`src/rtl/usr_defs_pkg.sv`:
```
// Shared definitions for the universal register: operating mode codes.
// The testbench's reference model also uses these codes.
package usr_defs;

  localparam logic [2:0] MODO_HOLD = 3'b000;
  localparam logic [2:0] MODO_SHR  = 3'b001;
  localparam logic [2:0] MODO_SHL  = 3'b010;
  localparam logic [2:0] MODO_LOAD = 3'b011;
  localparam logic [2:0] MODO_ROTR = 3'b100;
  localparam logic [2:0] MODO_ROTL = 3'b101;
  localparam logic [2:0] MODO_INC  = 3'b110;
  localparam logic [2:0] MODO_DEC  = 3'b111;

endpackage

```
`src/rtl/usr_next_state.sv`:
```
// Combinational next-value logic for the universal register.
// It also flags a count that wraps around, either upward or downward.
module usr_next_state
  import usr_defs::*;
#(
  parameter int WIDTH = 4
) (
  input  logic [WIDTH-1:0] i_an,
  input  logic [2:0]       i_modo,
  input  logic [WIDTH-1:0] i_in,
  input  logic             i_ser_der,
  input  logic             i_ser_izq,
  output logic [WIDTH-1:0] o_next,
  output logic             o_wrap
);

  localparam logic [WIDTH-1:0] ONE = WIDTH'(1);

  // Wrap is raised only by the two count modes. For an increment it marks
  // all-ones going to zero; for a decrement it marks zero going to all-ones.
  always_comb begin
    o_next = i_an;
    o_wrap = 1'b0;
    case (i_modo)
      MODO_HOLD: o_next = i_an;
      MODO_SHR:  o_next = {i_ser_der, i_an[WIDTH-1:1]};
      MODO_SHL:  o_next = {i_an[WIDTH-2:0], i_ser_izq};
      MODO_LOAD: o_next = i_in;
      MODO_ROTR: o_next = {i_an[0], i_an[WIDTH-1:1]};
      MODO_ROTL: o_next = {i_an[WIDTH-2:0], i_an[WIDTH-1]};
      MODO_INC: begin
        o_next = i_an + ONE;
        o_wrap = &i_an;
      end
      MODO_DEC: begin
        o_next = i_an - ONE;
        o_wrap = ~|i_an;
      end
      default: o_next = i_an;
    endcase
  end

endmodule

```
`src/rtl/universal_register_param.sv`:
```
// Parametrised universal register that can hold, shift, rotate, load and count.
// Provides serial outputs, a zero flag and a registered wrap pulse.
module universal_register_param
  import usr_defs::*;
#(
  parameter int          WIDTH       = 4,
  parameter logic [31:0] RESET_VALUE = 32'd0
) (
  input  logic             clk,
  input  logic             reset_sync,
  input  logic             en,
  input  logic [2:0]       modo,
  input  logic [WIDTH-1:0] In,
  input  logic             ser_der,
  input  logic             ser_izq,
  output logic [WIDTH-1:0] An,
  output logic             ser_out_der,
  output logic             ser_out_izq,
  output logic             cero,
  output logic             acarreo
);

  localparam logic [WIDTH-1:0] RST_VAL = RESET_VALUE[WIDTH-1:0];

  logic [WIDTH-1:0] r_an;
  logic             r_acarreo;
  logic [WIDTH-1:0] w_next;
  logic             w_wrap;

  usr_next_state #(.WIDTH(WIDTH)) u_next (
    .i_an      (r_an),
    .i_modo    (modo),
    .i_in      (In),
    .i_ser_der (ser_der),
    .i_ser_izq (ser_izq),
    .o_next    (w_next),
    .o_wrap    (w_wrap)
  );

  // Reset has priority over everything else. The wrap pulse lasts one cycle,
  // so it is cleared on every edge that is not itself a wrapping count.
  always_ff @(posedge clk) begin
    if (reset_sync) begin
      r_an      <= RST_VAL;
      r_acarreo <= 1'b0;
    end else if (en) begin
      r_an      <= w_next;
      r_acarreo <= w_wrap;
    end else begin
      r_acarreo <= 1'b0;
    end
  end

  assign An          = r_an;
  assign acarreo     = r_acarreo;
  assign ser_out_der = r_an[0];
  assign ser_out_izq = r_an[WIDTH-1];
  assign cero        = ~|r_an;

endmodule

```
`config.mk`:
```
export PLATFORM = sky130hd
export DESIGN_NAME = universal_register_param
export DESIGN_NICKNAME = d
export VERILOG_FILES = /design/src/rtl/usr_defs_pkg.sv /design/src/rtl/usr_next_state.sv /design/src/rtl/universal_register_param.sv
export SDC_FILE = /design/constraint.sdc
export NUM_CORES = 1
export LEC_CHECK = 0
export ABC_AREA = 1
export CORE_AREA = 2 2 39 41
export DETAILED_ROUTE_END_ITERATION = 8
export DIE_AREA = 0 0 41 43
export GPL_TIMING_DRIVEN = 0
export PLACE_DENSITY = 0.74
export SYNTH_ARGS = -nofsm -noshare
export SYNTH_HDL_FRONTEND = slang
export SYNTH_SLANG_ARGS = --single-unit
```
`constraint.sdc`:
```
create_clock -name clk -period 1.6 [get_ports clk]
set_input_delay 0.24 -clock clk [delete_from_list [all_inputs] [get_ports clk]]
set_output_delay 0.24 -clock clk [all_outputs]
set_load 0.02 [all_outputs]
```
==> run_summary.xml, run 1 <==
<?xml version="1.0" encoding="UTF-8"?>
<metrics>
  <group name="place">
    <metric name="place.detailed.hpwl" unit="um">1040</metric>
    <metric name="detailed_place.area" unit="um2">701</metric>
    <metric name="port-buffer-count" unit="">18</metric>
    <metric name="gp_congestion" unit="">0.844</metric>
  </group>
  <group name="worst_setup_path">
    <metric name="timing.critical_path.to_type" unit="">output port</metric>
    <metric name="critical_path.cell_chain" unit="">clkdlybuf4s50_1</metric>
    <metric name="critical-path-slowest-cell" unit="">clkdlybuf4s50_1</metric>
    <metric name="critical_path_arrival" unit="ps">1290</metric>
    <metric name="critical_path_class" unit="">flop to output port</metric>
    <metric name="crit_path_max_incr_delay" unit="ps">630</metric>
    <metric name="timing.critical_path.from" unit="">An[3]$_SDFFE_PP0P_</metric>
    <metric name="critical_register_to_register_path_startpoint" unit="">An[1]$_SDFFE_PP0P_</metric>
    <metric name="setup.worst_path.start_class" unit="">flop</metric>
    <metric name="critical_path_peak_fanout" unit="">7</metric>
    <metric name="required_time_of_the_worst_setup_path" unit="ps">1360</metric>
    <metric name="path_buf_inv" unit="">1</metric>
    <metric name="cpLargestDelayFamily" unit="">buffers and inverters</metric>
  </group>
  <group name="sta">
    <metric name="timing.final.max_slew_violations" unit="">0</metric>
    <metric name="timing.hold.ws" unit="ps">416</metric>
    <metric name="achievable-frequency" unit="MHz">655</metric>
    <metric name="max-slew-margin-rel" unit="%">79.0</metric>
    <metric name="grt_setup_unrepaired" unit="">false</metric>
    <metric name="report.final.setup_viol" unit="">0</metric>
    <metric name="fin_crit_sh" unit="%">95.4</metric>
    <metric name="fin_worst_skew" unit="ps">9.05</metric>
    <metric name="min_period" unit="ps">1530</metric>
    <metric name="timing.final.hold_violations" unit="">0</metric>
    <metric name="worstMarginPinSlew" unit="ps">314</metric>
    <metric name="fin_tns_setup" unit="ps">0</metric>
  </group>
  <group name="cts">
    <metric name="clock_sink_count" unit="">5</metric>
    <metric name="cts-buffers-inserted" unit="">3</metric>
    <metric name="ctsHtreeMaxLevel" unit="">1</metric>
    <metric name="clockRootBuffer" unit="">clkbuf_4</metric>
    <metric name="clock_insertion_delay_worst_skew" unit="ps">250</metric>
    <metric name="clock_path_buffers" unit="">2</metric>
    <metric name="tritoncts" unit="">yes</metric>
    <metric name="clkTransAtPathRegs" unit="ps">50</metric>
    <metric name="ctsHoldBuffers" unit="">0</metric>
  </group>
  <group name="route">
    <metric name="finalWirelength" unit="um">1340</metric>
    <metric name="num_vias" unit="">633</metric>
    <metric name="drt_first_iter_violations" unit="">16</metric>
    <metric name="dr.pass1.iters" unit="">4</metric>
    <metric name="route.detailed.vias_per_inst" unit="">5.06</metric>
    <metric name="drt.antenna.violating_nets" unit="">0</metric>
    <metric name="detail_route.wl_per_cell" unit="um">10.8</metric>
    <metric name="drcViolationCount" unit="">0</metric>
  </group>
  <group name="layout">
    <metric name="synthToLayoutAreaGrowth" unit="%">45.2</metric>
    <metric name="diodes" unit="">0</metric>
    <metric name="stdcell_area" unit="um2">727</metric>
    <metric name="drive_above_1_share" unit="%">9.17</metric>
    <metric name="num-fill-cells" unit="">149</metric>
    <metric name="register_area" unit="um2">103</metric>
    <metric name="area_of_the_multi_input_gates" unit="um2">327</metric>
    <metric name="final_net_count" unit="">123</metric>
  </group>
  <group name="yosys">
    <metric name="yosysWarningCount" unit="">0</metric>
    <metric name="synth.lib_cells_used.distinct" unit="">17</metric>
    <metric name="mappedNetlistNets" unit="">100</metric>
    <metric name="synth-edff-count" unit="">0</metric>
    <metric name="synth-main-ff-cell" unit="">dfxtp_1</metric>
    <metric name="synth.ff_latch_count" unit="">5</metric>
    <metric name="synth-seq-area-share" unit="%">20.0</metric>
    <metric name="synthCells" unit="">87</metric>
    <metric name="post_synth_instance_area" unit="um2">500</metric>
    <metric name="avgSynthCellArea" unit="um2">5.75</metric>
    <metric name="async_reset_ff_share" unit="%">0</metric>
  </group>
  <group name="global_routing">
    <metric name="antenna_found_initial" unit="">0</metric>
    <metric name="grt_pass1_vias" unit="">520</metric>
    <metric name="global_route.usage.total" unit="%">17.8</metric>
    <metric name="grt_max_degree" unit="">9</metric>
    <metric name="gr-total-overflow" unit="">0</metric>
    <metric name="grt_pass1_wl" unit="um">2080</metric>
  </group>
  <group name="floorplan">
    <metric name="initial_utilization" unit="%">36.2</metric>
    <metric name="die-height" unit="um">43</metric>
    <metric name="fp.dieW" unit="um">41</metric>
    <metric name="io-pin-count" unit="">20</metric>
    <metric name="fp.dieArea" unit="um2">1760</metric>
    <metric name="design.core.area" unit="um2">1380</metric>
    <metric name="placementRows" unit="">14</metric>
  </group>
  <group name="power_and_ir_drop">
    <metric name="p_per_area" unit="nW/um2">650</metric>
    <metric name="ir_worst_vdd" unit="V">0.000375</metric>
    <metric name="p_leak" unit="nW">0.372</metric>
  </group>
  <group name="job">
    <metric name="max_cap_violations" unit="">0</metric>
  </group>
  <group name="outcome">
    <metric name="run_status" unit="">finished clean</metric>
  </group>
  <group name="hold_path">
    <metric name="min-delay-start" unit="">modo[2]</metric>
    <metric name="hold_class" unit="">input pin to flop</metric>
  </group>
</metrics>
cells by family (layout without fill, tap and decap cells):
logic type               Yosys count  in the layout  synth area share [%]
AO/OA/AOI/OAI                     16             16                  17.8
adder cells (fa/ha/maj)            1              1                  2.50
AND/OR/NAND/NOR                   46             46                  40.5
flip-flops                         5              5                  20.0
buffers and inverters             17             39                  15.7
XOR/XNOR                           2              2                  3.50
routing by layer:
layer / vias to the layer above / GRT usage, % / routed length, um
met4: 0 / 13.3 / 18
met1: 273 / 23.2 / 619
met3: 4 / 3.14 / 64
met2: 23 / 24.7 / 642
li1: 333 / - / -
met5: - / 0 / 0
sequential cells by signal (all words and copies together) (netlist names):
signal,cells
An,4
acarreo,1
report_power, final:
group	internal, mW	switching [mW]
Clock	0.0944	0.0545
Sequential	0.135	0.0145
Combinational	0.0788	0.0958
Total	0.308	0.165
cell usage after synthesis (all sizes together), types with 2 or more instances:
library cell   n  area share, %
nand3         13             13
dfxtp          5             20
nor2           7            5.3
nand4          3            3.8
inv           14             10
a21oi          8            8.0
xor2           2            3.5
o21ai          5            5.0
nor3           2            2.0
nand2         20             15
buf            3            5.2
final cells by class:
class,instances,area share [%]
Buffer,3,3.61
Clock buffer,4,3.61
Inverter,14,7.23
Multi-Input combinational cell,65,44.9
Sequential cell,5,14.1
Tap cell,16,2.75
Timing Repair Buffer,18,23.8
cell usage in the layout, fill, tap and decap left out, types with 2 or more instances in the layout:
cell type        instances
o21ai_0                  5
inv_1                   14
clkdlybuf4s50_1         12
clkbuf_4                 3
xor2_1                   2
nand2_1                 20
dfxtp_1                  3
nand3_1                 12
nand4_1                  3
nor2_1                   7
nor3_1                   2
dlygate4sd2_1            4
dfxtp_2                  2
buf_4                    2
a21oi_1                  8
final timing paths:
kind	to	cells after the start	slack (ps)
worst max-delay path	ser_out_izq	1	70
worst min-delay path	An[1]$_SDFFE_PP0P_	4	420
worst max register to register	An[2]$_SDFFE_PP0P_	9	290
worst min register to register	An[3]$_SDFFE_PP0P_	2	550
what timing repair did:
action / 4_1_cts / 5_1_grt
buffers inserted: 0 / 0
endpoints found under the setup margin: 7 / 2
hold endpoints to repair: 0 / 0
gates resized for setup: 8 / 3
stage by stage:
step | utilization [%] | power (mW) | std cells | setup slack (ps)
6_report | 52.5 | 0.473 | 125 | 73.0
4_1_cts | 52.6 | 0.483 | 125 | 36.6
3_5_place_dp | 50.6 | 0.332 | 121 | -348
2_1_floorplan | - | 0.252 | 87 | 269
5_1_grt | 52.5 | 0.508 | 125 | 34.0
3_3_place_gp | 50.6 | 0.330 | 121 | -329
Power figures use the tool's default switching activity.
==> run 2, diff against run 1 <==
--- a/config.mk
+++ b/config.mk
@@ -5,12 +5,11 @@
 export SDC_FILE = /design/constraint.sdc
 export NUM_CORES = 1
 export LEC_CHECK = 0
-export ABC_AREA = 1
 export CORE_AREA = 2 2 39 41
 export DETAILED_ROUTE_END_ITERATION = 8
 export DIE_AREA = 0 0 41 43
 export GPL_TIMING_DRIVEN = 0
-export PLACE_DENSITY = 0.74
+export PLACE_DENSITY = 0.75
 export SYNTH_ARGS = -nofsm -noshare
 export SYNTH_HDL_FRONTEND = slang
 export SYNTH_SLANG_ARGS = --single-unit
==> run_summary.xml, run 2 <==
<?xml version="1.0" encoding="UTF-8"?>
<metrics>
  <group name="outcome">
    <metric name="run_status" unit="">finished clean</metric>
  </group>
  <group name="global_routing">
    <metric name="antenna_found_initial" unit="">0</metric>
    <metric name="gr-total-overflow" unit="">0</metric>
    <metric name="global_route.usage.total" unit="%">20.2</metric>
    <metric name="grt_pass1_wl" unit="um">2410</metric>
    <metric name="grt_max_degree" unit="">11</metric>
    <metric name="grt_pass1_vias" unit="">578</metric>
  </group>
  <group name="worst_setup_path">
    <metric name="critical_register_to_register_path_startpoint" unit="">An[1]$_SDFFE_PP0P_</metric>
    <metric name="crit_path_max_incr_delay" unit="ps">370</metric>
    <metric name="reg2reg_to" unit="">An[2]$_SDFFE_PP0P_</metric>
    <metric name="timing.critical_path.to_type" unit="">flop</metric>
    <metric name="worst-r2r-cell-count" unit="">6</metric>
    <metric name="path_buf_inv" unit="">2</metric>
    <metric name="critical_path.cell_chain" unit="">clkdlybuf4s15_2 -&gt; buf_6 -&gt; nand3_2 -&gt; xnor2_1 -&gt; ha_2 -&gt; nor3b_2 -&gt; nor3_1 -&gt; or3b_4 -&gt; a311oi_2</metric>
    <metric name="critical-path-slowest-cell" unit="">or3b_4</metric>
    <metric name="r2r_setup_slack" unit="ps">30</metric>
    <metric name="critical_path_arrival" unit="ps">1750</metric>
    <metric name="critical_path_peak_fanout" unit="">2</metric>
    <metric name="cpLargestDelayFamily" unit="">simple AND/OR/NAND/NOR gates</metric>
    <metric name="critical_path_class" unit="">input pin to flop</metric>
    <metric name="required_time_of_the_worst_setup_path" unit="ps">1760</metric>
    <metric name="setup.worst_path.start_class" unit="">input pin</metric>
  </group>
  <group name="yosys">
    <metric name="synth-main-ff-cell" unit="">dfxtp_1</metric>
    <metric name="synth_area_leader_cell" unit="">dfxtp_1</metric>
    <metric name="mappedNetlistNets" unit="">81</metric>
    <metric name="synthDominantCellAreaShare" unit="%">19.3</metric>
    <metric name="synth_area_leaders" unit="">dfxtp_1 (19%), buf_4 (5.8%), o21ai_0 (4.8%), a21oi_1 (3.9%), nand2b_1 (3.6%)</metric>
    <metric name="async_reset_ff_share" unit="%">0</metric>
    <metric name="synth.ff_latch_count" unit="">5</metric>
    <metric name="yosys-top-cells-count" unit="">dfxtp_1 (5), nor2_1 (5), o21ai_0 (5)</metric>
    <metric name="synthCells" unit="">68</metric>
    <metric name="synth.lib_cells_used.distinct" unit="">34</metric>
    <metric name="avgSynthCellArea" unit="um2">7.62</metric>
    <metric name="synth-seq-area-share" unit="%">19.3</metric>
    <metric name="post_synth_instance_area" unit="um2">518</metric>
    <metric name="synth-edff-count" unit="">0</metric>
    <metric name="yosysWarningCount" unit="">0</metric>
  </group>
  <group name="power_and_ir_drop">
    <metric name="p_per_area" unit="nW/um2">636</metric>
    <metric name="p_leak" unit="nW">0.332</metric>
    <metric name="power.switching_fraction" unit="%">33.5</metric>
    <metric name="clock_power_share" unit="%">29.3</metric>
    <metric name="ir_worst_vdd" unit="V">0.000230</metric>
    <metric name="share_comb_of_total_power" unit="%">42.5</metric>
    <metric name="switchingPower" unit="mW">0.172</metric>
    <metric name="intPower" unit="mW">0.342</metric>
    <metric name="seq_power_share" unit="%">28.2</metric>
    <metric name="report.power.total" unit="mW">0.514</metric>
  </group>
  <group name="cts">
    <metric name="ctsHtreeMaxLevel" unit="">1</metric>
    <metric name="clock_path_buffers" unit="">2</metric>
    <metric name="clock_sink_count" unit="">5</metric>
    <metric name="clockRootBuffer" unit="">clkbuf_4</metric>
    <metric name="clkTransAtPathRegs" unit="ps">40</metric>
    <metric name="clock_insertion_delay_worst_skew" unit="ps">250</metric>
    <metric name="tritoncts" unit="">yes</metric>
    <metric name="cts-buffers-inserted" unit="">3</metric>
  </group>
  <group name="layout">
    <metric name="final_common_cell" unit="">clkdlybuf4s50_1</metric>
    <metric name="num-fill-cells" unit="">144</metric>
    <metric name="synthToLayoutAreaGrowth" unit="%">56.0</metric>
    <metric name="largest_register_ffs" unit="">4</metric>
    <metric name="area_of_the_multi_input_gates" unit="um2">369</metric>
    <metric name="diodes" unit="">0</metric>
    <metric name="most-common-layout-cells" unit="">clkdlybuf4s50_1 (13), buf_4 (8), nor2_1 (5), a21oi_1 (4), o21ai_0 (4)</metric>
    <metric name="final_net_count" unit="">109</metric>
    <metric name="register_area" unit="um2">105</metric>
    <metric name="drive_above_1_share" unit="%">29.5</metric>
    <metric name="stdcell_area" unit="um2">808</metric>
  </group>
  <group name="job">
    <metric name="max_cap_violations" unit="">0</metric>
  </group>
  <group name="sta">
    <metric name="report.final.setup_viol" unit="">0</metric>
    <metric name="fin_worst_skew" unit="ps">2.39</metric>
    <metric name="timing.final.hold_violations" unit="">0</metric>
    <metric name="achievable-frequency" unit="MHz">630</metric>
    <metric name="min_period" unit="ps">1590</metric>
    <metric name="fin_crit_sh" unit="%">99.2</metric>
    <metric name="max-slew-margin-rel" unit="%">73.6</metric>
    <metric name="worstMarginPinSlew" unit="ps">391</metric>
    <metric name="timing.final.max_slew_violations" unit="">0</metric>
    <metric name="grt_setup_unrepaired" unit="">true</metric>
  </group>
  <group name="route">
    <metric name="finalWirelength" unit="um">1450</metric>
    <metric name="dr.pass1.iters" unit="">4</metric>
    <metric name="drt.antenna.violating_nets" unit="">0</metric>
    <metric name="num_vias" unit="">618</metric>
    <metric name="drcViolationCount" unit="">0</metric>
    <metric name="route.detailed.vias_per_inst" unit="">5.57</metric>
    <metric name="detail_route.wl_per_cell" unit="um">13.0</metric>
    <metric name="drt_first_iter_violations" unit="">19</metric>
  </group>
  <group name="floorplan">
    <metric name="placementRows" unit="">14</metric>
    <metric name="io-pin-count" unit="">20</metric>
    <metric name="fp.dieW" unit="um">41</metric>
    <metric name="die-height" unit="um">43</metric>
    <metric name="design.core.area" unit="um2">1380</metric>
    <metric name="initial_utilization" unit="%">37.4</metric>
    <metric name="fp.dieArea" unit="um2">1760</metric>
  </group>
  <group name="place">
    <metric name="detailed_place.area" unit="um2">743</metric>
    <metric name="gp_congestion" unit="">0.937</metric>
    <metric name="port-buffer-count" unit="">19</metric>
    <metric name="place.detailed.hpwl" unit="um">1010</metric>
  </group>
  <group name="hold_path">
    <metric name="hold_end" unit="">acarreo$_SDFF_PP0_</metric>
    <metric name="min-delay-start" unit="">modo[1]</metric>
    <metric name="hold_class" unit="">input pin to flop</metric>
    <metric name="depth_of_the_worst_hold_timing_path" unit="">3</metric>
  </group>
</metrics>
## run 2: how the worst max path moves through the flow
stage	from	to	slack, ps	cells past startpoint
after floorplan	An[1]$_SDFFE_PP0P_	An[2]$_SDFFE_PP0P_	-40	7
after global placement	modo[0]	An[2]$_SDFFE_PP0P_	-740	9
after detailed placement	modo[0]	An[2]$_SDFFE_PP0P_	-750	9
after CTS	modo[1]	An[2]$_SDFFE_PP0P_	-10	9
after global routing	modo[1]	An[2]$_SDFFE_PP0P_	-50	9
final	modo[1]	An[2]$_SDFFE_PP0P_	10	9
## run 2: repair_timing
action / 4_1_cts / 5_1_grt
hold buffers: 0 / 0
endpoints found under the setup margin: 5 / 3
setup buffers: 5 / 0
endpoints found under the hold margin: 0 / 0
pin swaps: 2 / 5
resized for setup: 25 / 2
## run 2: area by class of cell
cell class                 count  share of cell area, %
timing repair buffer          24                   26.6
inverter                       3                   1.39
clock buffer                   4                   3.25
tap                           16                   2.48
sequential                     5                   13.0
buffer                         7                   7.59
multi-input combinational     52                   45.7
## run 2: metrics by stage
step	TNS [ps]	worst slack [ps]	std cells	hold WS, ps	util [%]
5_1_grt	-52.2	-52.2	111	431	58.4
6_report	0	13.2	111	431	58.4
3_5_place_dp	-1800	-748	103	653	53.7
4_1_cts	-11.5	-11.5	111	415	58.7
3_3_place_gp	-1750	-739	103	641	53.7
2_1_floorplan	-44.3	-44.3	68	303	-
## run 2: kinds of logic (layout without fill, tap and decap cells)
logic type	count (synthesis)	after routing	share of synthesized area (%)
XOR/XNOR	2	2	3.38
AND/OR/NAND/NOR	24	24	27.1
AO/OA/AOI/OAI	24	24	33.1
adder cells (fa/ha/maj)	1	1	2.42
buffers and inverters	11	38	12.8
multiplexers	1	1	1.93
flip-flops	5	5	19.3
## run 2: layer usage
| metal | track usage, % | up-vias | part of all wire [%] |
|---|---|---|---|
| met4 | 14.7 | 0 | 1.3 |
| met2 | 30.9 | 28 | 53 |
| met5 | 0 | - | 0 |
| met3 | 2.09 | 2 | 6.6 |
| li1 | - | 310 | - |
| met1 | 24.5 | 278 | 39 |
## run 2: power by group through the flow
stage / Combinational [mW] / Clock, mW / Sequential, mW
floorplan: 0.119 / 0 / 0.155
detailed placement: 0.212 / 0 / 0.146
global route: 0.237 / 0.163 / 0.147
finish: 0.218 / 0.151 / 0.145
global placement: 0.210 / 0 / 0.145
CTS: 0.221 / 0.156 / 0.145
## run 2: worst reg2reg max path: stages, from the launching register on
cell and delay (ps):
dfxtp_4 340, xnor2_1 120, ha_2 180, nor3b_2 210
nor3_1 70, or3b_4 370, a311oi_2 190
==> run 3, diff against run 2 <==
--- a/config.mk
+++ b/config.mk
@@ -13,3 +13,4 @@
 export SYNTH_ARGS = -nofsm -noshare
 export SYNTH_HDL_FRONTEND = slang
 export SYNTH_SLANG_ARGS = --single-unit
+export TNS_END_PERCENT = 30
==> run_summary.xml, run 3 (synthesis results as in run 2) <==
<?xml version="1.0" encoding="UTF-8"?>
<metrics>
  <group name="outcome">
    <metric name="run_status" unit="">finished, violations left</metric>
    <metric name="failed_checks" unit="">negative setup slack</metric>
  </group>
  <group name="route">
    <metric name="drt.antenna.violating_nets" unit="">0</metric>
    <metric name="route.detailed.vias_per_inst" unit="">5.51</metric>
    <metric name="dr.pass1.iters" unit="">4</metric>
    <metric name="finalWirelength" unit="um">1450</metric>
    <metric name="num_vias" unit="">612</metric>
    <metric name="detail_route.wl_per_cell" unit="um">13.1</metric>
    <metric name="drt_first_iter_violations" unit="">18</metric>
    <metric name="drcViolationCount" unit="">0</metric>
  </group>
  <group name="power_and_ir_drop">
    <metric name="clock_power_share" unit="%">29.3</metric>
    <metric name="p_leak" unit="nW">0.317</metric>
    <metric name="power.switching_fraction" unit="%">33.6</metric>
    <metric name="ir_worst_vdd" unit="V">0.000229</metric>
    <metric name="p_per_area" unit="nW/um2">642</metric>
    <metric name="seq_power_share" unit="%">28.2</metric>
    <metric name="share_comb_of_total_power" unit="%">42.5</metric>
    <metric name="switchingPower" unit="mW">0.173</metric>
    <metric name="report.power.total" unit="mW">0.515</metric>
    <metric name="intPower" unit="mW">0.342</metric>
  </group>
  <group name="layout">
    <metric name="drive_above_1_share" unit="%">31.6</metric>
    <metric name="area_of_the_multi_input_gates" unit="um2">369</metric>
    <metric name="most-common-layout-cells" unit="">clkdlybuf4s50_1 (13), buf_4 (10), nor2_1 (5), a21oi_1 (4), o21ai_0 (4)</metric>
    <metric name="final_net_count" unit="">109</metric>
    <metric name="stdcell_area" unit="um2">802</metric>
    <metric name="register_area" unit="um2">105</metric>
    <metric name="largest_register_ffs" unit="">4</metric>
    <metric name="synthToLayoutAreaGrowth" unit="%">54.8</metric>
    <metric name="num-fill-cells" unit="">145</metric>
    <metric name="diodes" unit="">0</metric>
    <metric name="final_common_cell" unit="">clkdlybuf4s50_1</metric>
  </group>
  <group name="cts">
    <metric name="ctsHtreeMaxLevel" unit="">1</metric>
    <metric name="ctsHoldBuffers" unit="">0</metric>
    <metric name="clkTransAtPathRegs" unit="ps">50</metric>
    <metric name="clockRootBuffer" unit="">clkbuf_4</metric>
    <metric name="tritoncts" unit="">yes</metric>
    <metric name="clock_path_buffers" unit="">2</metric>
    <metric name="cts-buffers-inserted" unit="">3</metric>
    <metric name="clock_insertion_delay_worst_skew" unit="ps">250</metric>
    <metric name="clock_sink_count" unit="">5</metric>
  </group>
  <group name="place">
    <metric name="detailed_place.area" unit="um2">743</metric>
    <metric name="gp_congestion" unit="">0.937</metric>
    <metric name="port-buffer-count" unit="">19</metric>
    <metric name="place.detailed.hpwl" unit="um">1010</metric>
  </group>
  <group name="sta">
    <metric name="worstMarginPinSlew" unit="ps">396</metric>
    <metric name="timing.final.max_slew_violations" unit="">0</metric>
    <metric name="fin_crit_sh" unit="%">101</metric>
    <metric name="fin_worst_skew" unit="ps">2.79</metric>
    <metric name="timing.final.ws_setup" unit="ps">-18.0</metric>
    <metric name="report.final.setup_viol" unit="">1</metric>
    <metric name="min_period" unit="ps">1620</metric>
    <metric name="timing.final.hold_violations" unit="">0</metric>
    <metric name="achievable-frequency" unit="MHz">618</metric>
    <metric name="max-slew-margin-rel" unit="%">73.2</metric>
    <metric name="grt_setup_unrepaired" unit="">true</metric>
  </group>
  <group name="worst_setup_path">
    <metric name="reg2reg_to" unit="">An[2]$_SDFFE_PP0P_</metric>
    <metric name="r2r_setup_slack" unit="ps">-10</metric>
    <metric name="critical_path_class" unit="">input pin to flop</metric>
    <metric name="critical_path_peak_fanout" unit="">2</metric>
    <metric name="critical_path_arrival" unit="ps">1780</metric>
    <metric name="setup.worst_path.start_class" unit="">input pin</metric>
    <metric name="required_time_of_the_worst_setup_path" unit="ps">1760</metric>
    <metric name="worst-r2r-cell-count" unit="">6</metric>
    <metric name="critical_register_to_register_path_startpoint" unit="">An[1]$_SDFFE_PP0P_</metric>
    <metric name="timing.critical_path.to_type" unit="">flop</metric>
  </group>
  <group name="floorplan">
    <metric name="placementRows" unit="">14</metric>
    <metric name="die-height" unit="um">43</metric>
    <metric name="initial_utilization" unit="%">37.4</metric>
    <metric name="fp.dieW" unit="um">41</metric>
    <metric name="io-pin-count" unit="">20</metric>
    <metric name="design.core.area" unit="um2">1380</metric>
    <metric name="fp.dieArea" unit="um2">1760</metric>
  </group>
  <group name="hold_path">
    <metric name="hold_class" unit="">input pin to flop</metric>
    <metric name="depth_of_the_worst_hold_timing_path" unit="">3</metric>
    <metric name="min-delay-start" unit="">modo[1]</metric>
    <metric name="hold_end" unit="">acarreo$_SDFF_PP0_</metric>
  </group>
  <group name="global_routing">
    <metric name="global_route.usage.total" unit="%">20.2</metric>
    <metric name="grt_pass1_wl" unit="um">2410</metric>
    <metric name="gr-total-overflow" unit="">0</metric>
    <metric name="antenna_found_initial" unit="">0</metric>
    <metric name="grt_max_degree" unit="">11</metric>
    <metric name="grt_pass1_vias" unit="">578</metric>
  </group>
  <group name="job">
    <metric name="max_cap_violations" unit="">0</metric>
  </group>
</metrics>
-- run 3: cell count changes in the layout (fill, tap and decap cells not counted), sizes merged --
| cell | before | now |
|---|---|---|
| buf | 14 | 16 |
| dlymetal6s2s | 1 | 0 |
| dlygate4sd2 | 1 | 0 |
-- run 3: worst max-delay path by stage --
stage / from / end / slack, ps / cells past startpoint
global placement: modo[0] / An[2]$_SDFFE_PP0P_ / -740 / 9
CTS: modo[1] / An[2]$_SDFFE_PP0P_ / -10 / 9
finish: modo[1] / An[2]$_SDFFE_PP0P_ / -20 / 9
global route: modo[1] / An[2]$_SDFFE_PP0P_ / -70 / 9
detailed placement: modo[0] / An[2]$_SDFFE_PP0P_ / -750 / 9
floorplan: An[1]$_SDFFE_PP0P_ / An[2]$_SDFFE_PP0P_ / -40 / 7
-- run 3: area by class of cell --
class | count | area share (%)
clock buffer | 4 | 3.28
multi-input combinational | 52 | 46.0
timing repair buffer | 24 | 26.1
buffer | 7 | 7.64
inverter | 3 | 1.40
sequential | 5 | 13.1
tap | 16 | 2.50
-- run 3: worst max-delay path, stage by stage --
cell and delay [ps]:
clkdlybuf4s15_2 190, buf_6 100, nand3_2 70, xnor2_1 120, ha_2 180, nor3b_2 180, nor3_1 70, or3b_4 370
a311oi_2 250
-- run 3: power groups by stage --
stage / registers [mW] / clock network, mW / logic, mW
floorplan: 0.155 / 0 / 0.119
global placement: 0.145 / 0 / 0.210
detailed placement: 0.146 / 0 / 0.212
CTS: 0.145 / 0.156 / 0.222
global route: 0.147 / 0.163 / 0.237
finish: 0.145 / 0.151 / 0.219
-- run 3: per-stage QoR --
step / util [%] / setup TNS [ps] / std cells / hold WS [ps] / setup WS (ps)
finish: 58.0 / -18.0 / 111 / 431 / -18.0
floorplan: - / -44.3 / 68 / 303 / -44.3
global route: 58.0 / -70.2 / 111 / 431 / -70.2
global placement: 53.7 / -1750 / 103 / 641 / -739
CTS: 58.6 / -11.5 / 111 / 415 / -11.5
detailed placement: 53.7 / -1800 / 103 / 653 / -748
-- run 3: what timing repair did --
action                                  CTS  global route
resized for setup                        25             2
endpoints found under the setup margin    5             3
setup buffers                             5             0
pin swaps                                 2             1
-- run 3: routing by layer --
metal  share of wire, %  wire, um  global-route usage (%)  vias to the layer above
met5                  0         0                       0                        -
met2                 51       745                    30.9                       26
li1                   -         -                       -                      310
met4                1.7        25                    14.7                        0
met3                5.5        80                    2.09                        4
met1                 41       598                    24.5                      272
